### src/rtl/regwb_pkg.sv
// Shared register-bank constants, the buffered writeback entry and the write-port grant encoding.
package regwb_pkg;

    localparam int REG_IDX_W = 4;
    localparam int NUM_REGS  = 16;
    localparam int XLEN      = 32;

    localparam logic [REG_IDX_W-1:0] X0 = '0;

    typedef struct packed {
        logic [REG_IDX_W-1:0] rd;
        logic [XLEN-1:0]      data;
    } wb_entry_t;

    typedef enum logic [1:0] {
        GRANT_NONE,
        GRANT_PIPE,
        GRANT_FIFO
    } grant_t;

    function automatic logic is_x0(input logic [REG_IDX_W-1:0] idx);
        return idx == X0;
    endfunction

endpackage

### src/rtl/regwb_fifo.sv
// Synchronous FIFO holding multi-cycle results until they win the register write port.
module regwb_fifo #(
    parameter int DEPTH = 2,
    parameter int WIDTH = 36
) (
    input  logic             clock,
    input  logic             reset,
    input  logic             push,
    input  logic [WIDTH-1:0] push_data,
    input  logic             pop,
    output logic             full,
    output logic             empty,
    output logic [WIDTH-1:0] head
);

    localparam int PTR_W = $clog2(DEPTH);
    localparam int CNT_W = PTR_W + 1;

    logic [WIDTH-1:0] mem [DEPTH];
    logic [PTR_W-1:0] wr_ptr;
    logic [PTR_W-1:0] rd_ptr;
    logic [CNT_W-1:0] count;
    logic             do_push;
    logic             do_pop;

    assign full    = (count == CNT_W'(DEPTH));
    assign empty   = (count == '0);
    assign do_push = push && !full;
    assign do_pop  = pop && !empty;
    assign head    = mem[rd_ptr];

    // Storage is deliberately not reset; only the pointers define validity.
    always_ff @(posedge clock) begin
        if (do_push) begin
            mem[wr_ptr] <= push_data;
        end
    end

    always_ff @(posedge clock) begin
        if (!reset) begin
            wr_ptr <= '0;
            rd_ptr <= '0;
            count  <= '0;
        end else begin
            if (do_push) begin
                wr_ptr <= wr_ptr + PTR_W'(1);
            end
            if (do_pop) begin
                rd_ptr <= rd_ptr + PTR_W'(1);
            end
            case ({do_push, do_pop})
                2'b10:   count <= count + CNT_W'(1);
                2'b01:   count <= count - CNT_W'(1);
                default: count <= count;
            endcase
        end
    end

endmodule

### src/rtl/regwb_arbiter.sv
// Arbitrates the single register-bank write port between pipeline writeback and buffered
// multi-cycle results, tracking pending destinations to stall hazardous decodes.
module regwb_arbiter
    import regwb_pkg::*;
#(
    parameter int FIFO_DEPTH      = 2,
    parameter int MAX_OUTSTANDING = 4,
    parameter int STARVE_MAX      = 3
) (
    input  logic                               clock,
    input  logic                               reset,
    input  logic                               pipe_we,
    input  logic [REG_IDX_W-1:0]               pipe_rd,
    input  logic [XLEN-1:0]                    pipe_data,
    output logic                               pipe_hold,
    input  logic                               mc_issue,
    input  logic [REG_IDX_W-1:0]               mc_issue_rd,
    output logic                               mc_issue_ok,
    input  logic                               mc_valid,
    input  logic [REG_IDX_W-1:0]               mc_rd,
    input  logic [XLEN-1:0]                    mc_data,
    output logic                               mc_ready,
    input  logic [REG_IDX_W-1:0]               rs1,
    input  logic [REG_IDX_W-1:0]               rs2,
    output logic                               stall,
    output logic                               wreg,
    output logic [REG_IDX_W-1:0]               write_reg,
    output logic [XLEN-1:0]                    write_data,
    output logic [$clog2(MAX_OUTSTANDING):0]   outstanding
);

    localparam int OUT_W = $clog2(MAX_OUTSTANDING) + 1;
    localparam int AGE_W = $clog2(STARVE_MAX + 1);
    localparam logic [AGE_W-1:0] AGE_LIMIT = AGE_W'(STARVE_MAX - 1);

    logic [NUM_REGS-1:0] busy;
    logic [NUM_REGS-1:0] busy_next;
    logic [AGE_W-1:0]    age;
    logic                fifo_full;
    logic                fifo_empty;
    logic                fifo_push;
    logic                fifo_pop;
    logic                issue_fire;
    wb_entry_t           head;
    wb_entry_t           push_entry;
    grant_t              grant;

    assign push_entry  = '{rd: mc_rd, data: mc_data};
    assign mc_ready    = reset && !fifo_full;
    assign fifo_push   = mc_valid && mc_ready;
    assign mc_issue_ok = reset && !busy[mc_issue_rd] && (outstanding < OUT_W'(MAX_OUTSTANDING));
    assign issue_fire  = mc_issue && mc_issue_ok;
    assign fifo_pop    = (grant == GRANT_FIFO);

    regwb_fifo #(
        .DEPTH (FIFO_DEPTH),
        .WIDTH ($bits(wb_entry_t))
    ) u_fifo (
        .clock     (clock),
        .reset     (reset),
        .push      (fifo_push),
        .push_data (push_entry),
        .pop       (fifo_pop),
        .full      (fifo_full),
        .empty     (fifo_empty),
        .head      (head)
    );

    // pipe_hold forces the FIFO head through even if the pipeline misbehaves and writes anyway.
    always_comb begin
        grant      = GRANT_NONE;
        wreg       = 1'b0;
        write_reg  = '0;
        write_data = '0;
        if (reset) begin
            if (pipe_we && !pipe_hold) begin
                grant = GRANT_PIPE;
            end else if (!fifo_empty) begin
                grant = GRANT_FIFO;
            end
        end
        case (grant)
            GRANT_PIPE: begin
                wreg       = !is_x0(pipe_rd);
                write_reg  = pipe_rd;
                write_data = pipe_data;
            end
            GRANT_FIFO: begin
                wreg       = !is_x0(head.rd);
                write_reg  = head.rd;
                write_data = head.data;
            end
            default: begin
            end
        endcase
    end

    assign stall = !reset || pipe_hold
                 || (!is_x0(rs1) && busy[rs1])
                 || (!is_x0(rs2) && busy[rs2])
                 || (pipe_we && !is_x0(pipe_rd) && busy[pipe_rd]);

    always_comb begin
        busy_next = busy;
        if (fifo_pop && !is_x0(head.rd)) begin
            busy_next[head.rd] = 1'b0;
        end
        if (issue_fire && !is_x0(mc_issue_rd)) begin
            busy_next[mc_issue_rd] = 1'b1;
        end
    end

    // Age saturates at the limit; the forced grant that follows always clears it.
    always_ff @(posedge clock) begin
        if (!reset) begin
            busy        <= '0;
            outstanding <= '0;
            age         <= '0;
            pipe_hold   <= 1'b0;
        end else begin
            busy <= busy_next;
            case ({issue_fire, fifo_pop})
                2'b10:   outstanding <= outstanding + OUT_W'(1);
                2'b01:   outstanding <= outstanding - OUT_W'(1);
                default: outstanding <= outstanding;
            endcase
            if (fifo_pop) begin
                age <= '0;
            end else if (!fifo_empty && age != AGE_LIMIT) begin
                age <= age + AGE_W'(1);
            end
            pipe_hold <= !fifo_empty && !fifo_pop && (age == AGE_LIMIT);
        end
    end

endmodule

### config.mk
export PLATFORM = sky130hd
export DESIGN_NAME = regwb_arbiter
export DESIGN_NICKNAME = d
export VERILOG_FILES = /design/src/rtl/regwb_pkg.sv /design/src/rtl/regwb_fifo.sv /design/src/rtl/regwb_arbiter.sv
export SDC_FILE = /design/constraint.sdc
export NUM_CORES = 1
export LEC_CHECK = 0
export ABC_AREA = 1
export CAP_MARGIN = 30
export CELL_PAD_IN_SITES_DETAIL_PLACEMENT = 2
export CELL_PAD_IN_SITES_GLOBAL_PLACEMENT = 2
export CORE_MARGIN = 2
export CORE_UTILIZATION = 32
export DETAILED_ROUTE_END_ITERATION = 12
export MAX_ROUTING_LAYER = met4
export PLACE_DENSITY = 0.94
export SYNTH_ARGS = -nofsm -noshare
export SYNTH_HDL_FRONTEND = slang
export SYNTH_SLANG_ARGS = --single-unit
export TNS_END_PERCENT = 30
### constraint.sdc
create_clock -name clock -period 5.6 [get_ports clock]
set_input_delay 1.12 -clock clock [delete_from_list [all_inputs] [get_ports clock]]
set_output_delay 1.12 -clock clock [all_outputs]
set_load 0.05 [all_outputs]
== Word level (Yosys, flattened, before mapping) ==
Memory sizes are Yosys's and may differ from the RTL's. A register that Yosys moved wholly into a read port is not among the register bits.
Cells that the tools add are included.

* Add/sub/neg operators: 7
* Magnitude comparators: 8
* Eq/ne operators: 9
* Muxes and demuxes: 26
* Bitwise operators: 4
* Reduce and logical (&&, ||, !) cells: 43

{| class="wikitable"
|+ Operators by type and width
! operator !! count
|-
| one-hot mux 32 bit (2 select lines) || 1
|-
| 2-to-1 mux 16 bit || 2
|-
| less-than comparator 4 x 5 -> 1 bit, second input constant || 5
|-
| zero test 4 bit || 5
|-
| logical AND 1 bit || 19
|-
| bitwise AND 16 bit || 1
|-
| binary-select mux 1 bit (select 4 bit) || 4
|-
| inverter 16 bit || 1
|-
| bitwise OR 16 bit || 1
|-
| zero test 1 bit || 11
|-
| == test 2 bit, second input constant || 5
|-
| 2-to-1 mux 1 bit || 10
|-
| demux 1 bit (select 4 bit) || 2
|-
| greater-or-equal comparator 4 x 1 -> 1 bit, second input constant || 2
|-
| one-hot mux 4 bit (2 select lines) || 1
|-
| == test 2 x 1 -> 1 bit, second input constant || 3
|-
| 2-to-1 mux 2 bit || 3
|-
| one-hot mux 3 bit (2 select lines) || 1
|-
| adder 2 x 1 -> 2 bit, second input constant || 2
|-
| logical OR 1 bit || 4
|-
| one-hot mux 2 bit (2 select lines) || 1
|-
| nonzero test 2 bit || 2
|-
| adder 3 x 1 -> 3 bit, second input constant || 1
|-
| less-than comparator 3 bit, second input constant || 1
|-
| other kinds (8) || 9
|}

* Flip-flop bits (word level): 26
* Memory bits (writable): 72
* Input bits: 89
* Output and inout bits: 44
* Word-level logic and storage cells: 105
* Memories kept: 1

{| class="wikitable"
|+ Memories
! name !! depth !! width !! read ports !! clocked after Yosys merged registers in !! write ports !! line !! source
|-
| u_fifo.mem || 2 || 36 || 1 || 1 || 1 || regwb_fifo.sv:19 || <nowiki>logic [WIDTH-1:0] mem [DEPTH];</nowiki>
|}

== Logic depth before layout (Yosys ltp) ==
Gate-level depths: netlist (run 1).

* Depth in word-level cells: 9
* Mapped depth: 17
* Gate-level depth less buffers: 16

== Hierarchy ==
From an unflattened synthesis (run 1), not the netlist that was laid out.

* Cells, all modules: 562
* Area, all modules: 5253.8 sq um

{| class="wikitable"
|+ Modules (own cells, without submodules)
! module !! times used !! cells an instance !! area each (sq um) !! sequential area each (sq um)
|-
| regwb_fifo || 1 || 152 || 3000.4 || 2262.2
|-
| regwb_arbiter || 1 || 410 || 2253.4 || 440.4
|}

== Least setup slack after synthesis (run 1) ==
No wires, ideal clock.

* Path type: input port to flip-flop
* Start: in reset
* End: mem u_fifo.mem[0][0], enable pin
* Setup time: 0.429 ns
* Arrival time: 3.818 ns
* Required time: 5.171 ns
* Slack: 1.352 ns
* Stages on the path: 4
* Path buffers: 0
* Cell sequence: inv_2 > a21oi_1 > nand2_1 > nor2_1

* Longest elaborated chain between the ends: 5

{| class="wikitable"
|+ RTL lines
! item !! line !! source
|-
| from (decl) || regwb_arbiter.sv:11 || <nowiki>input logic reset,</nowiki>
|-
| logical AND 1 bit || regwb_arbiter.sv:49 || <nowiki>assign mc_ready = reset && !fifo_full;</nowiki>
|-
| named net mc_ready || regwb_arbiter.sv:22 || <nowiki>output logic mc_ready,</nowiki>
|-
| logical AND 1 bit || regwb_arbiter.sv:50 || <nowiki>assign fifo_push = mc_valid && mc_ready;</nowiki>
|-
| logical AND 1 bit || regwb_fifo.sv:28 || <nowiki>assign do_push = push && !full;</nowiki>
|-
| 2-to-1 mux 1 bit || regwb_fifo.sv:34 || <nowiki>if (do_push) begin</nowiki>
|-
| 2-to-1 mux 1 bit (not written as such) || regwb_fifo.sv:35 || <nowiki>mem[wr_ptr] <= push_data;</nowiki>
|-
| to (decl) || regwb_fifo.sv:19 ||
|}

The timed path passes the listed nets, and every way through them passes these cells.

== Final worst setup path (run 1) ==
* Start: in rs1[0]
* End: out stall

* Longest elaborated chain between the ends: 6
* Elaborated cells on any way between the ends: 8
* Those cells by class: mux: 2; reduce/logical: 6

{| class="wikitable"
|+ RTL lines
! item !! line !! source
|-
| from (decl) || regwb_arbiter.sv:23 || <nowiki>input logic [REG_IDX_W-1:0] rs1,</nowiki>
|-
| binary-select mux 1 bit (select 4 bit) / zero test 4 bit (equally long branches) || regwb_arbiter.sv:99, regwb_pkg.sv:22 ||
|-
| 2-to-1 mux 1 bit (not written as such) / zero test 1 bit (equally long branches) || regwb_arbiter.sv:99 || <nowiki>|| (!is_x0(rs1) && busy[rs1])</nowiki>
|-
| logical AND 1 bit * || regwb_arbiter.sv:99 ||
|-
| logical OR 1 bit * || regwb_arbiter.sv:99 ||
|-
| logical OR 1 bit * || regwb_arbiter.sv:100 || <nowiki>|| (!is_x0(rs2) && busy[rs2])</nowiki>
|-
| logical OR 1 bit * || regwb_arbiter.sv:101 || <nowiki>|| (pipe_we && !is_x0(pipe_rd) && busy[pipe_rd]);</nowiki>
|-
| to (decl) || regwb_arbiter.sv:25 || <nowiki>output logic stall,</nowiki>
|}

Mark *: on every way between the ends. The rest lies on a longest branch, timed or not. The select of a mux whose other input is x is not followed.

==> parameters.txt, run 1 <==
Parameter                              Value

Global route
  Overall track demand over capacity in global routing ... 28.3%
  Total grt overflow ... 0
  Largest net degree at the start of global routing ... 41
  First-pass GRT wire length ... 32900 microns
  Antenna violations before repair ... 0
  Via count of the first global-routing pass ... 5089

Setup path
  FF-to-FF setup slack ... 2.97 ns
  Capture point of the worst reg-to-reg path ... busy[3]
  Critical path required time ... 4.48 ns
  Type of the worst setup path ... primary input to output pin
  Kind of end point of the critical path ... output pin
  Signal arrival time at the worst endpoint ... 3.43 ns
  Kind of start point of the critical path ... primary input
  Max FO, Critical Path ... 12
  Depth of the worst register-to-register path ... 7

Hold path
  End of the worst hold path ... busy[0]
  WHS Path Cells ... 2
  Min-Delay Startpoint ... busy[0]
  Worst min path class ... register to register

Timing
  Achievable Freq ... 220 MHz
  Relative slew slack ... 36.4%
  Slew at the pin closest to its max-slew limit ... 0.954 ns
  Worst path setup slack after routing ... 1.05 ns
  RSZ-0062 raised after global routing ... false
  Clock period minus final worst setup slack ... 4.55 ns
  Final slew viol count ... 0
  Setup skew after layout ... 0.00833 ns
  Final count of negative-setup-slack endpoints ... 0
  Setup Total Neg Slack ... 0 ns
  Count of endpoints failing hold in the final timing report ... 0
  Share of the clock period used by the worst path ... 81.2%

Pwr
  Power density normalized to cell area ... 316 nW/um^2
  Sum of internal, switching and leakage power ... 2.25 mW
  Leak Pwr ... 2.52 nW
  VDD IR-drop max ... 138 uV

Cells and area
  Total number of nets in the final design ... 688
  Fill cell count ... 1473
  Final non-filler cell total ... 788
  Antenna diode instance count ... 0
  Layout cells sized above 1 ... 17.3%
  Area added between synthesis and finish ... 45.0%

Route
  Number of DRC violations after detailed-routing iteration 0 ... 270
  Iteration count of the initial detailed-routing pass ... 4
  Number of vias per cell after detailed routing ... 5.69
  Antenna Violating Nets Remaining ... 0
  Drt wl/cell ... 28.0 microns
  DRC viols ... 0
  Total wire length ... 22100 microns
  Number of vias in the routed layout ... 4486

Die
  Die area ... 16300 sq um
  Total core area ... 15100 sq um
  Number of standard-cell rows in the floorplan ... 45
  Height of the die ... 128 microns
  IO Pins ... 133
  Effective utilization at floorplan ... 32.5%
  Die X ... 128 microns

Clocking
  Maximum buffer depth of the clock tree ... 2
  H-tree levels ... 3
  Hold buffer count at CTS ... 0
  Clock tree sinks ... 99
  Cells resized by post-CTS repair ... 0
  CTS root buffer ... clkbuf_16
  Clock Latency Late Sink ... 0.36 ns
  TritonCTS clock tree ... built
  Postcts setup bufs ... 0
  Clock input transition at the sequential cells of the worst setup and hold paths ... 0.07 ns
  Clock buffers created by TritonCTS ... 9

Place
  Placed wire-length estimate ... 13900 microns
  IO Port Bufs ... 132
  Post-Place Worst Slack ... 1.08 ns
  Cell total after placement ... 772
  Routability Congestion ... 0.802

Logic synthesis
  Post-synth EDFFs ... 72
  Register area share after synthesis ... 55.1%
  Warnings, synthesis ... 0
  Number of distinct library cells after synthesis ... 36
  Synthesized cell area ... 4900 sq um
  Most instantiated cells after synthesis ... 74 x nand2_1, 72 x edfxtp_1, 36 x a21oi_1, 36 x inv_1
  Synth async-reset ratio ... 0%
  Number of nets in the synthesized netlist ... 567
  Synthesized instance count ... 474
  Main flop type after synthesis ... edfxtp_1
  Top cell type by total area after synthesis ... edfxtp_1
  Flop and latch count out of synthesis ... 99
  Mean instance size in the synthesized netlist ... 10.3 sq um
  Most repeated cell in the gate-level netlist after synthesis ... nand2_1
  Top area cells in the synthesized netlist ... edfxtp_1 44%, dfxtp_1 11%, mux2_2 7.4%
  Portion of synthesized cell area occupied by the leading cell type ... 44.1%

Job
  Number of violations of the max-capacitance limit ... 0

Outcome
  Status ... finished clean
==> routing by layer <==
layer | global-route usage [%] | vias to the layer above | part of all wire (%) | wire length (microns)
li1 | - | 1981 | - | -
met2 | 48.8 | 178 | 51 | 11300
met3 | 6.93 | 45 | 6.1 | 1350
met4 | 11.8 | 0 | 3.5 | 768
met1 | 31.4 | 2282 | 39 | 8690
met5 | - | - | 0 | 0
==> state kept, by name, indices dropped and copies added, names as in the netlist, named ones only <==
register	count
u_fifo.mem	72
age	2
outstanding	3
u_fifo.count	2
u_fifo.wr_ptr	1
u_fifo.rd_ptr	1
pipe_hold	1
busy	16
==> layout by cell type, fill, tap and decap left out, drive strengths merged, types with 2 or more instances in the layout <==
cell type and n:
a21oi 36, a32o 32, buf 43, bufinv 3
clkbuf 11, clkdlybuf4s50 94, dfxtp 27, edfxtp 72
ha 3, inv 41, mux2 32, nand2 75
nand3 17, nand3b 2, nand4 15, nor2 28
nor3 3, o211ai 10, o21ai 43, o22ai 2
o31ai 3
==> where the power goes <==
group / internal (mW) / switching (mW) / leakage, nW
clock network: 0.437 / 0.300 / 0.157
logic: 0.277 / 0.338 / 1.48
registers: 0.822 / 0.0713 / 0.880
==> critical path, cell delays in order <==
cell and delay (ns):
clkdlybuf4s50_1 0.70, inv_1 0.15, a21oi_1 0.18, o21ai_0 0.10, nand3_1 0.08, nand3b_1 0.09
nand3_1 0.09, nor2_1 0.06, nand2_1 0.05, clkdlybuf4s50_1 0.79
==> worst max path at each step <==
stage	startpoint	to	slack (ns)	cells after the start
floorplan	reset	u_fifo.mem[0][0]	1.35	4
global placement	pipe_rd[0]	stall	1.23	10
detailed placement	rs1[0]	stall	1.08	10
CTS	rs1[0]	stall	1.06	10
global route	pipe_rd[0]	stall	0.85	9
finish	rs1[0]	stall	1.05	10
==> logic make-up after synthesis <==
logic type / Yosys count / synth area share (%)
AO/OA/AOI/OAI: 127 / 17.1
adder cells (fa/ha/maj): 4 / 1.17
buffers and inverters: 68 / 6.07
multiplexers: 32 / 7.35
AND/OR/NAND/NOR: 144 / 13.1
flip-flops: 99 / 55.1
==> stage by stage <==
stage / hold WS (ns) / util, % / cell area [sq um]
2_1_floorplan: 0.417 / - / 4900
4_1_cts: 0.515 / 47.1 / 7110
5_1_grt: 0.539 / 47.1 / 7110
3_3_place_gp: 0.450 / 44.6 / 6730
6_report: 0.520 / 47.1 / 7110
3_5_place_dp: 0.473 / 44.9 / 6780
==> area by class of cell <==
class	count	area [sq um]	share of cell area [%]
well taps	188	235	3.31
multi-input cells	307	1920	27.1
repair buffers	137	1760	24.7
flip-flops and latches	99	2700	38.0
inverters	41	154	2.16
clock buffers	11	233	3.27
clock inverters	5	101	1.43
Note: power is estimated with default switching activity, not from simulation.
==> run 2: changes to the inputs <==
--- a/config.mk
+++ b/config.mk
@@ -10,10 +10,10 @@
 export CELL_PAD_IN_SITES_DETAIL_PLACEMENT = 2
 export CELL_PAD_IN_SITES_GLOBAL_PLACEMENT = 2
 export CORE_MARGIN = 2
-export CORE_UTILIZATION = 32
+export CORE_UTILIZATION = 27
 export DETAILED_ROUTE_END_ITERATION = 12
 export MAX_ROUTING_LAYER = met4
-export PLACE_DENSITY = 0.94
+export PLACE_DENSITY = 0.85
 export SYNTH_ARGS = -nofsm -noshare
 export SYNTH_HDL_FRONTEND = slang
 export SYNTH_SLANG_ARGS = --single-unit
==> constraint.sdc (replaced) <==
create_clock -name clock -period 4.1 [get_ports clock]
set_input_delay 0.82 -clock clock [delete_from_list [all_inputs] [get_ports clock]]
set_output_delay 0.82 -clock clock [all_outputs]
set_load 0.05 [all_outputs]
==> run 2 against run 1 <==
Global-route usage fell by 9.6 points. Register-to-register slack got worse by 1.2 ns. Via count fell by 6.1%. Sequential cell count did not move. Setup slack got worse by 0.55 ns. Combinational power rose by 37%. Clock skew barely moved. Critical path depth fell by 4. Sequential share of layout area fell by 0.13 points. Routed wire length fell by 22%. Die area rose by 18%. First-iteration DRC count fell by 47%. Largest cell class unchanged.
==> parameters.txt, run 2 (synthesis gave the netlist of run 1 again) <==
Parameter                              Value

Die
  Die X ... 139 microns (was 128 microns)
  Height of the die ... 139 microns (was 128 microns)
  Number of standard-cell rows in the floorplan ... 49 (was 45)
  Total core area ... 17900 sq um (was 15100 sq um)
  Die area ... 19300 sq um (was 16300 sq um)
  IO Pins ... 133 (unchanged)
  Effective utilization at floorplan ... 27.4% (was 32.5%)

Clocking
  Clock buffers created by TritonCTS ... 9 (unchanged)
  Hold buffer count at CTS ... 0 (unchanged)
  Postcts setup bufs ... 0 (unchanged)
  Clock Latency Late Sink ... 0.34 ns (was 0.36 ns)
  Cells resized by post-CTS repair ... 0 (unchanged)
  H-tree levels ... 3 (unchanged)
  TritonCTS clock tree ... built (unchanged)
  Maximum buffer depth of the clock tree ... 2 (unchanged)
  Clock input transition at the sequential cells of the worst setup and hold paths ... 0.06 ns (was 0.07 ns)
  CTS root buffer ... clkbuf_16 (unchanged)
  Clock tree sinks ... 99 (unchanged)

Cells and area
  Layout cells sized above 1 ... 18.6% (was 17.3%)
  Most flops, register ... u_fifo.mem (unchanged)
  Final non-filler cell total ... 832 (was 788)
  Antenna diode instance count ... 0 (unchanged)
  Total number of nets in the final design ... 691 (was 688)
  Fill cell count ... 1857 (was 1473)
  Most frequent standard cell in the layout excluding fill and tap cells ... clkdlybuf4s50_1 (unchanged)
  Area added between synthesis and finish ... 45.5% (was 45.0%)
  Flip-flop count of the largest register after layout ... 72 (unchanged)
  Highest-count cells in the layout ignoring fill and taps ... 92 x clkdlybuf4s50_1, 74 x nand2_1, 72 x edfxtp_1, 40 x buf_12 (was 94 x clkdlybuf4s50_1, 74 x nand2_1, 72 x edfxtp_1, 38 x buf_12)
  Top flop regs ... u_fifo.mem x72, busy x16, outstanding x3 (unchanged)

Route
  Number of DRC violations after detailed-routing iteration 0 ... 143 (was 270)
  Antenna Violating Nets Remaining ... 0 (unchanged)
  Total wire length ... 17200 microns (was 22100 microns)
  Number of vias per cell after detailed routing ... 5.06 (was 5.69)
  Drt wl/cell ... 20.7 microns (was 28.0 microns)
  Number of vias in the routed layout ... 4214 (was 4486)
  DRC viols ... 0 (unchanged)
  Iteration count of the initial detailed-routing pass ... 4 (unchanged)

Timing
  Final slew viol count ... 0 (unchanged)
  Share of the clock period used by the worst path ... 87.8%
  Setup skew after layout ... 0.00867 ns (was 0.00833 ns)
  Slew at the pin closest to its max-slew limit ... 0.599 ns (was 0.954 ns)
  Count of endpoints failing hold in the final timing report ... 0 (unchanged)
  RSZ-0062 raised after global routing ... false (unchanged)
  Setup Total Neg Slack ... 0 ns (unchanged)
  Relative slew slack ... 60.0% (was 36.4%)
  Post-Route Hold Slack ... 0.493 ns (was 0.520 ns)
  Clock period minus final worst setup slack ... 3.60 ns
  Final count of negative-setup-slack endpoints ... 0 (unchanged)
  Achievable Freq ... 278 MHz
  Worst path setup slack after routing ... 0.501 ns (was 1.05 ns)

Global route
  Antenna violations before repair ... 0 (unchanged)
  First-pass GRT wire length ... 27200 microns (was 32900 microns)
  Overall track demand over capacity in global routing ... 18.7% (was 28.3%)
  Via count of the first global-routing pass ... 4890 (was 5089)
  Largest net degree at the start of global routing ... 38 (was 41)
  Total grt overflow ... 0 (unchanged)

Place
  IO Port Bufs ... 132 (unchanged)
  Cell total after placement ... 816 (was 772)
  Placed wire-length estimate ... 13500 microns (was 13900 microns)
  Routability Congestion ... 0.906 (was 0.802)
  Post-Place Worst Slack ... 0.499 ns (was 1.08 ns)

Setup path
  Max FO, Critical Path ... 31 (was 12)
  Kind of start point of the critical path ... primary input (unchanged)
  Signal arrival time at the worst endpoint ... 2.78 ns (was 3.43 ns)
  Type of the worst setup path ... primary input to output pin (unchanged)
  Kind of end point of the critical path ... output pin (unchanged)
  Critical path required time ... 3.28 ns (was 4.48 ns)

Pwr
  Leak Pwr ... 2.52 nW (about the same)
  Sum of internal, switching and leakage power ... 2.82 mW (was 2.25 mW)
  VDD IR-drop max ... 216 uV (was 138 uV)
  Power density normalized to cell area ... 395 nW/um^2 (was 316 nW/um^2)

Job
  Number of violations of the max-capacitance limit ... 0 (unchanged)

Outcome
  Status ... finished clean (unchanged)

Hold path
  Worst min path class ... register to register (unchanged)
-- run 2: cell types whose count changed in the layout (fill, tap and decap cells not counted), moves of 2 or more --
cell and delta:
buf_12 +2, buf_4 +4, bufinv_16 -3, clkbuf_1 -2
clkdlybuf4s50_1 -2, clkinv_4 +2, inv_6 +2
-- run 2: stage by stage --
| stage | utilization (%) | cell area (sq um) |
|---|---|---|
| floorplan | - | 4900 |
| global placement | 38.3 | 6850 |
| detailed placement | 38.3 | 6850 |
| CTS | 39.8 | 7130 |
| global route | 39.8 | 7130 |
| finish | 39.8 | 7130 |
-- run 2: worst paths after layout --
kind                              start        endpoint  slack [ns]  depth (start not counted)
worst max register to register  busy[1]  outstanding[2]        1.76                         15
worst min register to register   age[1]          age[1]        0.49                          2
worst min-delay path             age[1]          age[1]        0.49                          2
worst max-delay path              reset  write_data[12]        0.50                          6
-- run 2: cell type report --
type | instances | area [sq um] | share of cell area [%]
repair buffers | 140 | 1780 | 25.0
flip-flops and latches | 99 | 2700 | 37.9
multi-input cells | 307 | 1920 | 27.0
well taps | 229 | 287 | 4.02
inverters | 41 | 154 | 2.16
clock inverters | 7 | 58.8 | 0.824
clock buffers | 9 | 225 | 3.16
-- run 2: metal layers --
layer / track usage [%] / wire [microns] / up-vias
met5: - / 0 / -
li1: - / - / 1986
met4: 5.05 / 316 / 0
met1: 21.2 / 6960 / 2072
met2: 33.6 / 9090 / 135
met3: 3.76 / 862 / 21
-- run 2: worst max-delay path: stages --
cell and delay [ns]:
clkdlybuf4s50_1 0.50, inv_2 0.07, nor3_4 0.48, buf_4 0.43, a32o_1 0.30, buf_12 0.17
-- run 2: power by group --
part | switching, mW | internal (mW) | total, mW | leakage [nW]
sequential | 0.0391 | 1.12 | 1.16 | 0.880
combinational | 0.462 | 0.382 | 0.845 | 1.50
clock | 0.392 | 0.421 | 0.814 | 0.138
==> run 3: changes to the inputs <==
--- a/config.mk
+++ b/config.mk
@@ -5,12 +5,11 @@
 export SDC_FILE = /design/constraint.sdc
 export NUM_CORES = 1
 export LEC_CHECK = 0
-export ABC_AREA = 1
 export CAP_MARGIN = 30
 export CELL_PAD_IN_SITES_DETAIL_PLACEMENT = 2
 export CELL_PAD_IN_SITES_GLOBAL_PLACEMENT = 2
 export CORE_MARGIN = 2
-export CORE_UTILIZATION = 27
+export CORE_UTILIZATION = 28
 export DETAILED_ROUTE_END_ITERATION = 12
 export MAX_ROUTING_LAYER = met4
 export PLACE_DENSITY = 0.85
==> run 3 against run 2 <==
Clock-buffer cell count is 1 higher. Global-route usage is 1.0 points lower. First-iteration DRC count is 17% higher.
==> parameters.txt, run 3 <==
Parameter                              Value

Outcome
  Status ... finished clean (unchanged)

Die
  Die X ... 135 microns (was 139 microns)
  Height of the die ... 135 microns (was 139 microns)
  Number of standard-cell rows in the floorplan ... 47 (was 49)
  Total core area ... 16600 sq um (was 17900 sq um)
  Die area ... 18100 sq um (was 19300 sq um)
  IO Pins ... 133 (unchanged)
  Effective utilization at floorplan ... 28.7% (was 27.4%)

Pwr
  Portion of total power attributed to sequential cells ... 44.5% (was 41.2%)
  Leak Pwr ... 2.40 nW (was 2.52 nW)
  Portion of total power attributed to combinational logic ... 23.3% (was 30.0%)
  Power density normalized to cell area ... 371 nW/um^2 (was 395 nW/um^2)
  Reported net switching power ... 0.727 mW (was 0.894 mW)
  VDD IR-drop max ... 176 uV (was 216 uV)
  Internal portion of total power ... 1.89 mW (was 1.93 mW)
  Clock group share of total power ... 32.2% (was 28.8%)
  Proportion of total power due to net switching ... 27.8% (was 31.7%)

Place
  Cell total after placement ... 721 (was 816)
  IO Port Bufs ... 132 (unchanged)
  Placed wire-length estimate ... 11300 microns (was 13500 microns)
  Routability Congestion ... 0.878 (was 0.906)

Logic synthesis
  Top area cells in the synthesized netlist ... edfxtp_1 45%, dfxtp_1 11%, mux2i_1 8.0% (was edfxtp_1 44%, dfxtp_1 11%, mux2_2 7.4%)
  Main flop type after synthesis ... edfxtp_1 (unchanged)
  Number of distinct library cells after synthesis ... 51 (was 36)
  Warnings, synthesis ... 0 (unchanged)
  Flop and latch count out of synthesis ... 99 (unchanged)
  Portion of synthesized cell area occupied by the leading cell type ... 45.3% (was 44.1%)
  Synthesized cell area ... 4770 sq um (was 4900 sq um)
  Synth async-reset ratio ... 0% (unchanged)
  Register area share after synthesis ... 56.6% (was 55.1%)
  Synthesized instance count ... 378 (was 474)
  Number of nets in the synthesized netlist ... 471 (was 567)
  Mean instance size in the synthesized netlist ... 12.6 sq um (was 10.3 sq um)
  Top cell type by total area after synthesis ... edfxtp_1 (unchanged)
  Post-synth EDFFs ... 72 (unchanged)
  Most instantiated cells after synthesis ... 72 x edfxtp_1, 54 x nand2_1, 41 x o21ai_0 (was 74 x nand2_1, 72 x edfxtp_1, 36 x a21oi_1, 36 x inv_1)
  Most repeated cell in the gate-level netlist after synthesis ... edfxtp_1 (was nand2_1)

Route
  Number of DRC violations after detailed-routing iteration 0 ... 168 (was 143)
  Total wire length ... 15000 microns (was 17200 microns)
  Antenna Violating Nets Remaining ... 0 (unchanged)
  Number of vias per cell after detailed routing ... 4.99 (was 5.06)
  Drt wl/cell ... 20.3 microns (was 20.7 microns)
  DRC viols ... 0 (unchanged)
  Iteration count of the initial detailed-routing pass ... 4 (unchanged)
  Number of vias in the routed layout ... 3685 (was 4214)

Cells and area
  Final core utilization ... 42.3% (was 39.8%)
  Top flop regs ... u_fifo.mem x72, busy x16, outstanding x3 (unchanged)
  Most frequent standard cell in the layout excluding fill and tap cells ... clkdlybuf4s50_1 (unchanged)
  Total number of nets in the final design ... 605 (was 691)
  Flip-flop count of the largest register after layout ... 72 (unchanged)
  Highest-count cells in the layout ignoring fill and taps ... 93 x clkdlybuf4s50_1, 72 x edfxtp_1, 54 x nand2_1, 41 x o21ai_0 (was 92 x clkdlybuf4s50_1, 74 x nand2_1, 72 x edfxtp_1, 40 x buf_12)
  Area added between synthesis and finish ... 47.6% (was 45.5%)
  Layout cells sized above 1 ... 17.4% (was 18.6%)
  Most flops, register ... u_fifo.mem (unchanged)
  Final non-filler cell total ... 739 (was 832)

Hold path
  Worst min path class ... register to register (unchanged)
  WHS Path Cells ... 1 (was 2)

Setup path
  Depth of the worst register-to-register path ... 10 (was 15)
  Kind of end point of the critical path ... output pin (unchanged)
  Type of the worst setup path ... primary input to output pin (unchanged)
  Critical path required time ... 3.28 ns (about the same)
  Signal arrival time at the worst endpoint ... 3.02 ns (was 2.78 ns)
  Kind of start point of the critical path ... primary input (unchanged)
  Max FO, Critical Path ... 5 (was 31)

Timing
  Slew at the pin closest to its max-slew limit ... 0.742 ns (was 0.599 ns)
  Final count of negative-setup-slack endpoints ... 0 (unchanged)
  Clock period minus final worst setup slack ... 3.84 ns (was 3.60 ns)
  Count of endpoints failing hold in the final timing report ... 0 (unchanged)
  Share of the clock period used by the worst path ... 93.7% (was 87.8%)
  Achievable Freq ... 260 MHz (was 278 MHz)
  Relative slew slack ... 50.3% (was 60.0%)
  RSZ-0062 raised after global routing ... false (unchanged)
  Setup skew after layout ... 0.00931 ns (was 0.00867 ns)
  Setup Total Neg Slack ... 0 ns (unchanged)
  Final slew viol count ... 0 (unchanged)

Clocking
  Hold buffer count at CTS ... 0 (unchanged)
  Clock Latency Late Sink ... 0.34 ns (about the same)
  H-tree levels ... 3 (unchanged)
  Cells resized by post-CTS repair ... 0 (unchanged)
  Postcts setup bufs ... 0 (unchanged)
  Clock tree sinks ... 99 (unchanged)
  Maximum buffer depth of the clock tree ... 2 (unchanged)
  Clock buffers created by TritonCTS ... 9 (unchanged)
  CTS root buffer ... clkbuf_16 (unchanged)
  Clock input transition at the sequential cells of the worst setup and hold paths ... 0.06 ns (about the same)
  TritonCTS clock tree ... built (unchanged)

Global route
  First-pass GRT wire length ... 23500 microns (was 27200 microns)
  Grt peak-use layer ... met2 (unchanged)
  Fraction of met2 tracks used by global routing ... 30.8% (was 33.6%)
  Overall track demand over capacity in global routing ... 17.6% (was 18.7%)
  Global-route met3 utilization ... 4.99% (was 3.76%)
  GRT met1 Usage ... 19.7% (was 21.2%)
  Antenna violations before repair ... 2 (was 0)
  Via count of the first global-routing pass ... 4254 (was 4890)
  Largest net degree at the start of global routing ... 37 (was 38)
  Total grt overflow ... 0 (unchanged)

Job
  Number of violations of the max-capacitance limit ... 0 (unchanged)
-- run 3: cell count changes in the layout (fill, tap and decap cells not counted), sizes merged, moves of 16 or more --
cell	previous run	this run
a21oi	36	7
a32o	32	12
inv	44	11
mux2	32	4
mux2i	0	38
mux4	0	16
nand2	75	54
-- run 3: final timing paths --
check                 start             end  slack (ns)
max          mc_issue_rd[0]     mc_issue_ok        0.26
min           u_fifo.rd_ptr        register        0.50
max reg2reg        busy[15]  outstanding[2]        1.49
min reg2reg   u_fifo.rd_ptr        register        0.50
-- run 3: layer usage --
| layer | routed length (microns) | up-vias |
|---|---|---|
| met2 | 7840 | 128 |
| li1 | - | 1711 |
| met3 | 974 | 17 |
| met1 | 5980 | 1829 |
| met4 | 232 | 0 |
| met5 | 0 | - |
-- run 3: cell type report --
type,count,area (sq um)
Clock inverter,6,66.3
Tap cell,220,275
Timing Repair Buffer,142,1770
Antenna cell,2,5.00
Inverter,12,45.0
Fill cell,1659,9600
Multi-Input combinational cell,248,1950
Sequential cell,99,2700
Clock buffer,10,229
-- run 3: logic make-up (layout without fill, tap and decap cells) --
group,after synthesis,count (layout),synth area share [%]
other cells,0,2,0
fa+ha+maj,4,4,1.21
buf+inv,31,170,2.88
mux,58,58,16.9
flops,99,99,56.6
compound gates,77,77,10.5
xor+xnor,6,6,1.10
simple gates,103,103,10.9
-- run 3: worst max-delay path, cell delays in order --
cell	delay, ns
clkdlybuf4s50_1	0.64
mux4_2	0.58
mux2_4	0.32
mux2i_1	0.19
nor3b_2	0.29
buf_12	0.18
-- run 3: power groups by stage --
stage	Combinational [mW]	Sequential, mW	Clock [mW]
after floorplan	0.307	1.18	0
after global placement	0.590	1.18	0
after detailed placement	0.615	1.18	0
after CTS	0.619	1.16	0.863
after global routing	0.649	1.17	0.914
final	0.609	1.16	0.842
-- run 3: metrics by stage --
stage	power [mW]	hold slack [ns]	area, sq um	setup WS, ns
6_report	2.61	0.500	7050	0.256
5_1_grt	2.73	0.517	7050	0.152
4_1_cts	2.65	0.498	7040	0.231
3_5_place_dp	1.80	0.471	6750	0.238
3_3_place_gp	1.77	0.455	6750	0.338
2_1_floorplan	1.49	0.440	4770	0.564
==> patch 1, RTL diff (config.mk and constraints of run 3) <==
`STARVE_MAX`: 3 -> 5.
--- a/src/rtl/regwb_arbiter.sv
+++ b/src/rtl/regwb_arbiter.sv
@@ -5,7 +5,7 @@
 #(
     parameter int FIFO_DEPTH      = 2,
     parameter int MAX_OUTSTANDING = 4,
-    parameter int STARVE_MAX      = 3
+    parameter int STARVE_MAX      = 5
 ) (
     input  logic                               clock,
     input  logic                               reset,
Behaviour: not the same (Yosys sat finds a counterexample within 10 cycles, from zero or initial values and one cycle with reset low).
==> patch 1 against run 3 <==
- register-to-register slack got worse by 0.16 ns
- count of clock-buffer cells in the layout unchanged
- critical path depth increased by 1
- final area increased by 1.8%
- sequential share of layout area decreased by 0.42 points
- largest cell class unchanged
- area after synthesis increased by 1.4%
- wire length increased by 5.2%
- power decreased by 0.70%
- worst setup slack got worse by 0.10 ns
- clock skew decreased by 0.0015 ns
- sequential cell count increased by 1
==> patch 1: results (changes against run 3) <==
[metrics] result of the run: complete, no violations
[metrics] netlist area before placement: 0.00484 mm2 (+1.4%)
[metrics] Post-Route Skew: 0.00777 ns (-0.00154 ns)
[metrics] effective utilization at floorplan: 0.283 (-0.00415)
[metrics] final clock period utilization by the worst path: 0.962 (+0.0246)
[metrics] multi-input gate share of the layout cell area: 0.278 (+0.00161)
[metrics] drt initial violations: 178 (+6.0%)
[metrics] registers with the highest flip-flop counts: u_fifo.mem: 72 flops, busy: 16 flops
[metrics] multi-input combinational cell count: 273 (+10%)
[metrics] cells taking the most area after synthesis: edfxtp_1 (45%), dfxtp_1 (12%), mux2i_1 (8.9%)
[metrics] global-route wire length before repair: 24800 um (+5.5%)
[metrics] clock network latency to the later pin of the worst-skew pair: 0.36 ns (+0.02 ns)
[metrics] number of hold violations in the final report: 0 (unchanged)
[metrics] Seq Cell Count: 100 (+1.0%)
[metrics] crit path DAT: 3.12 ns (+0.10 ns)
[metrics] fin area: 0.00718 mm2 (+1.8%)
[metrics] placed cell count: 755 (+4.7%)
[metrics] number of slew-limit violations in the final report: 0 (unchanged)
[metrics] synthesized-area fraction occupied by ao, oa, aoi and oai cells: 0.123 (+0.0185)
[metrics] final-stage net count: 635 (+5.0%)
[metrics] count of inverters not on the clock network in the layout: 16 (+4)
[metrics] count of non-CTS buffers in the layout: 141 (-0.70%)
[metrics] Inserted Diodes: 1 (-1)
[metrics] Vias/cell: 4.99 (+0.17%)
[metrics] antenna violations before repair: 1 (-1)
[metrics] most numerous cell types in the synthesized netlist: edfxtp_1 (72), nand2_1 (63), o21ai_0 (45), mux2i_1 (43), dfxtp_1 (28)
[metrics] signal buffers share of area: 0.256 (+0.00380)
[metrics] fraction of layout instances using a drive strength above 1: 0.148 (-0.0257)
[metrics] total leakage power: 2.47 nW (+2.9%)
[metrics] final RePlAce weighted congestion: 0.778 (-11%)
[metrics] worst slack, placed: 0.150 ns (-0.0876 ns)
[metrics] peak supply drop: 0.196 mV (+11%)
[metrics] worst max-slew margin expressed relative to the limit: 0.494 (-0.00886)
[metrics] Final HPWL DP: 12200 um (+7.6%)
[metrics] total track usage: 0.186 (+0.00950)
[metrics] pin count of the biggest net entering global routing: 39 (+5.4%)
[metrics] total nets after synthesis: 504 (+7.0%)
[metrics] Post-DP Area: 0.00690 mm2 (+2.2%)
[metrics] Post-Synthesis Cells: 410 (+8.5%)
[metrics] total wire length after detailed routing: 15800 um (+5.2%)
[metrics] number of global-route vias before repair: 4454 (+4.7%)
[metrics] Yosys cell types: 47 (-7.8%)
[metrics] mux cell area share after synthesis: 0.147 (-0.0214)
[metrics] share of the yosys chip area belonging to registers: 0.563 (-0.00348)
[metrics] XOR/XNOR share of the synthesized area: 0.0109 (-0.000148)
[metrics] area share of fa/ha/maj cells after synthesis: 0.0145 (+0.00242)
[metrics] fraction of area in clock buffers and inverters: 0.0389 (-0.00303)
[metrics] number of fillers in the final layout: 1715 (+3.4%)
[metrics] final routed wire length divided by cell count: 20.5 um (+0.69%)
[metrics] register cell area after layout: 0.00272 mm2 (+0.74%)
[patch 1: cell count changes in the layout (fill, tap and decap cells not counted), moves of 4 or more]
cell / change
a32o_1: +5
nand2_1: +9
buf_12: +4
inv_1: +5
o21ai_0: +4
buf_4: -5
mux2i_1: +5
nor2_1: +5
mux4_2: -4
[patch 1: logic make-up (layout without fill, tap and decap cells)]
family	count (synthesis)	after routing
AOI/OAI and AO/OA	89	89
and+or+nand+nor	117	117
buffers and inverters	37	173
DFF	100	100
muxes	56	56
xor gates and xnor gates	6	6
adders and majority gates	5	5
other	0	1
[patch 1: power breakdown]
part	switching (mW)	internal [mW]	leakage [nW]	total [mW]
clock network	0.404	0.419	0.136	0.823
registers	0.0321	1.13	0.888	1.16
logic	0.324	0.287	1.44	0.611
total	0.760	1.83	2.47	2.59
[patch 1: critical path, cell delays in order]
cell	delay, ns
clkdlybuf4s50_1	0.61
mux4_1	0.60
mux2_2	0.29
a22oi_2	0.12
nand4b_1	0.11
or3_1	0.38
buf_4	0.20
[patch 1: worst paths after layout]
kind | start | endpoint | slack [ns] | depth (start not counted)
worst min-delay path | busy[0]$_SDFF_PN0_ | busy[0]$_SDFF_PN0_ | 0.46 | 1
worst max-delay path | rs1[0] | stall | 0.16 | 7
worst max register to register | busy[14]$_SDFF_PN0_ | outstanding[2]$_SDFFE_PN0P_ | 1.33 | 10
worst min register to register | busy[0]$_SDFF_PN0_ | busy[0]$_SDFF_PN0_ | 0.46 | 1
[patch 1: per-layer routing]
metal / vias up / GRT usage / wire length [um]
li1: 1798 / - / -
met1: 1901 / 0.215 / 6590
met2: 138 / 0.312 / 7890
met3: 19 / 0.0438 / 1010
met4: 0 / 0.0764 / 320
met5: - / - / 0
==> patch 2, RTL diff (flow settings as in run 3) <==
Made on the original files. Make the reset (`reset`) asynchronous in 2 clocked blocks.
--- a/src/rtl/regwb_fifo.sv
+++ b/src/rtl/regwb_fifo.sv
@@ -36,7 +36,7 @@
         end
     end
 
-    always_ff @(posedge clock) begin
+    always_ff @(posedge clock or negedge reset) begin
         if (!reset) begin
             wr_ptr <= '0;
             rd_ptr <= '0;
--- a/src/rtl/regwb_arbiter.sv
+++ b/src/rtl/regwb_arbiter.sv
@@ -111,7 +111,7 @@
     end
 
     // Age saturates at the limit; the forced grant that follows always clears it.
-    always_ff @(posedge clock) begin
+    always_ff @(posedge clock or negedge reset) begin
         if (!reset) begin
             busy        <= '0;
             outstanding <= '0;
Function: differs if reset is asserted again (counterexample within 4 cycles, from zero or initial values and one cycle with reset low); with reset held inactive, the same outputs for 4 cycles.
==> patch 2 against run 3 <==
- final area is 2.8% higher
- wire length is 2.6% higher
- area after synthesis is 3.7% higher
- clock skew is 0.0014 ns lower
- sequential cell count is 1 lower
- worst setup slack worse by 0.084 ns
- count of clock-buffer cells in the layout is 1 lower
Power is not compared: it rests on default switching activity, and its combinational part moved more than twofold at a synthesized area within 25%.
==> patch 2: results (changes against run 3) <==
[metrics] Synth async-reset ratio: 0.265 (+0.265)
[metrics] share of the yosys chip area belonging to registers: 0.568 (+0.00206)
[metrics] post-CTS setup buffer count: 0 (unchanged)
[metrics] crit path DAT: 3.11 ns (+0.09 ns)
[metrics] post-cts sizing count: 0 (unchanged)
[metrics] final routed wire length divided by cell count: 20.9 um (+2.9%)
[metrics] drt initial violations: 163 (-3.0%)
[metrics] most numerous cell types in the synthesized netlist: edfxtp_1 (72), nor2_1 (42), a22oi_1 (37), mux2_2 (35), dfrtp_1 (26)
[metrics] Inserted Diodes: 0 (-2)
[metrics] fraction of layout instances using a drive strength above 1: 0.244 (+0.0701)
[metrics] number of maximum-capacitance violations: 0 (unchanged)
[metrics] Yosys cell types: 47 (-7.8%)
[metrics] cells taking the most area after synthesis: edfxtp_1 (44%), dfrtp_1 (13%), mux2_2 (8.0%)
[metrics] registers with the highest flip-flop counts: u_fifo.mem: 72 flops, busy: 16 flops, outstanding: 3 flops
[metrics] Final HPWL DP: 11400 um (+0.39%)
[metrics] number of fillers in the final layout: 1707 (+2.9%)
[metrics] total nets after synthesis: 472 (+0.21%)
[metrics] worst min-delay path class: reg -> reg
[metrics] number of global-route vias before repair: 4192 (-1.5%)
[metrics] crit-path leading delay family: multiplexers
[metrics] pin count of the biggest net entering global routing: 38 (+2.7%)
[metrics] global-route wire length before repair: 23700 um (+1.1%)
[metrics] total leakage power: 2.60 nW
[metrics] total track usage: 0.176 (-0.000469)
[metrics] result of the run: complete, no violations
[metrics] via count: 3725 (+1.1%)
[metrics] actual transition at the worst max-transition pin: 0.758 ns (+0.0160 ns)
[metrics] final-stage net count: 603 (-0.33%)
[metrics] peak supply drop: 0.334 mV
[metrics] DRC: 0 (unchanged)
[metrics] critical path's largest stage delay: 0.64 ns (about the same)
[metrics] Critical Path Slowest Stage Cell: clkdlybuf4s50_1
[metrics] Post-Route Skew: 0.00794 ns (-0.00138 ns)
[metrics] Yosys warnings: 0 (unchanged)
[metrics] maximum buffer depth of the clock tree: 2 (unchanged)
[metrics] final RePlAce weighted congestion: 0.875 (-0.33%)
[metrics] number of hold violations in the final report: 0 (unchanged)
[metrics] clock-pin slew on the worst setup and hold paths: 0.07 ns
[metrics] number of synthesized flops with an enable pin: 72 (unchanged)
[metrics] port bufs: 132 (unchanged)
[metrics] antenna violations before repair: 0 (-2)
[metrics] root buffer cell: clkbuf_16
[metrics] clock network latency to the later pin of the worst-skew pair: 0.35 ns
patch 2: layout make-up:
type / instances / area [um2] / share of cell area
clock buffer: 9 / 225 / 0.0311
sequential: 98 / 2810 / 0.388
clock inverter: 6 / 50.0 / 0.00691
timing repair buffer: 143 / 1820 / 0.252
tap: 225 / 282 / 0.0389
multi-input combinational: 242 / 2000 / 0.276
inverter: 14 / 52.6 / 0.00725
patch 2: worst paths after layout:
| kind | from | end | slack [ns] | depth (start not counted) |
|---|---|---|---|---|
| worst max-delay path | mc_issue_rd[0] | mc_issue_ok | 0.17 | 5 |
| worst min-delay path | busy[0]$_DFF_PN0_ | busy[0]$_DFF_PN0_ | 0.44 | 0 |
| worst max register to register | busy[5]$_DFF_PN0_ | outstanding[2]$_DFFE_PN0P_ | 1.43 | 9 |
| worst min register to register | busy[0]$_DFF_PN0_ | busy[0]$_DFF_PN0_ | 0.44 | 0 |
| max in group asynchronous | reset | outstanding[2]$_DFFE_PN0P_ | 2.82 | 2 |
| min in group asynchronous | reset | u_fifo.count[0]$_DFFE_PN0P_ | 0.96 | 2 |
patch 2: where the power goes:
group	switching, mW	leakage, nW	total (mW)	internal (mW)
sequential	0.241	0.978	1.53	1.29
clock	0.393	0.129	0.808	0.416
combinational	0.922	1.49	1.79	0.867
patch 2: cell families (layout without fill, tap and decap cells):
kind of cell	Yosys count	count (layout)	share of synthesized area
flops	98	98	0.568
fa+ha+maj	6	6	0.0167
xor+xnor	8	8	0.0142
mux	55	55	0.161
compound gates	75	75	0.115
simple gates	98	98	0.0940
buf+inv	37	172	0.0306
patch 2: worst reg2reg max path: stages (launching register included):
cell	delay, ns
dfrtp_1	0.45
mux4_1	0.56
mux4_2	0.48
or2_1	0.26
ha_1	0.21
inv_1	0.07
fa_1	0.17
xor2_1	0.15
nor2_1	0.06
xor2_1	0.14
patch 2: through the flow:
stage	area (um2)	setup slack (ns)	instances	hold slack [ns]	power, mW
floorplan	4950	0.196	377	0.441	2.57
global placement	6940	0.204	721	0.410	3.24
detailed placement	6970	0.168	722	0.414	3.36
CTS	7240	0.155	737	0.437	4.19
global route	7240	0.0533	737	0.460	4.35
finish	7240	0.173	737	0.444	4.13
patch 2: layer usage:
layer / wire [um] / global-route usage
met1: 6350 / 0.209
met2: 8120 / 0.301
met3: 748 / 0.0337
met4: 194 / 0.0567
met5: 0 / -
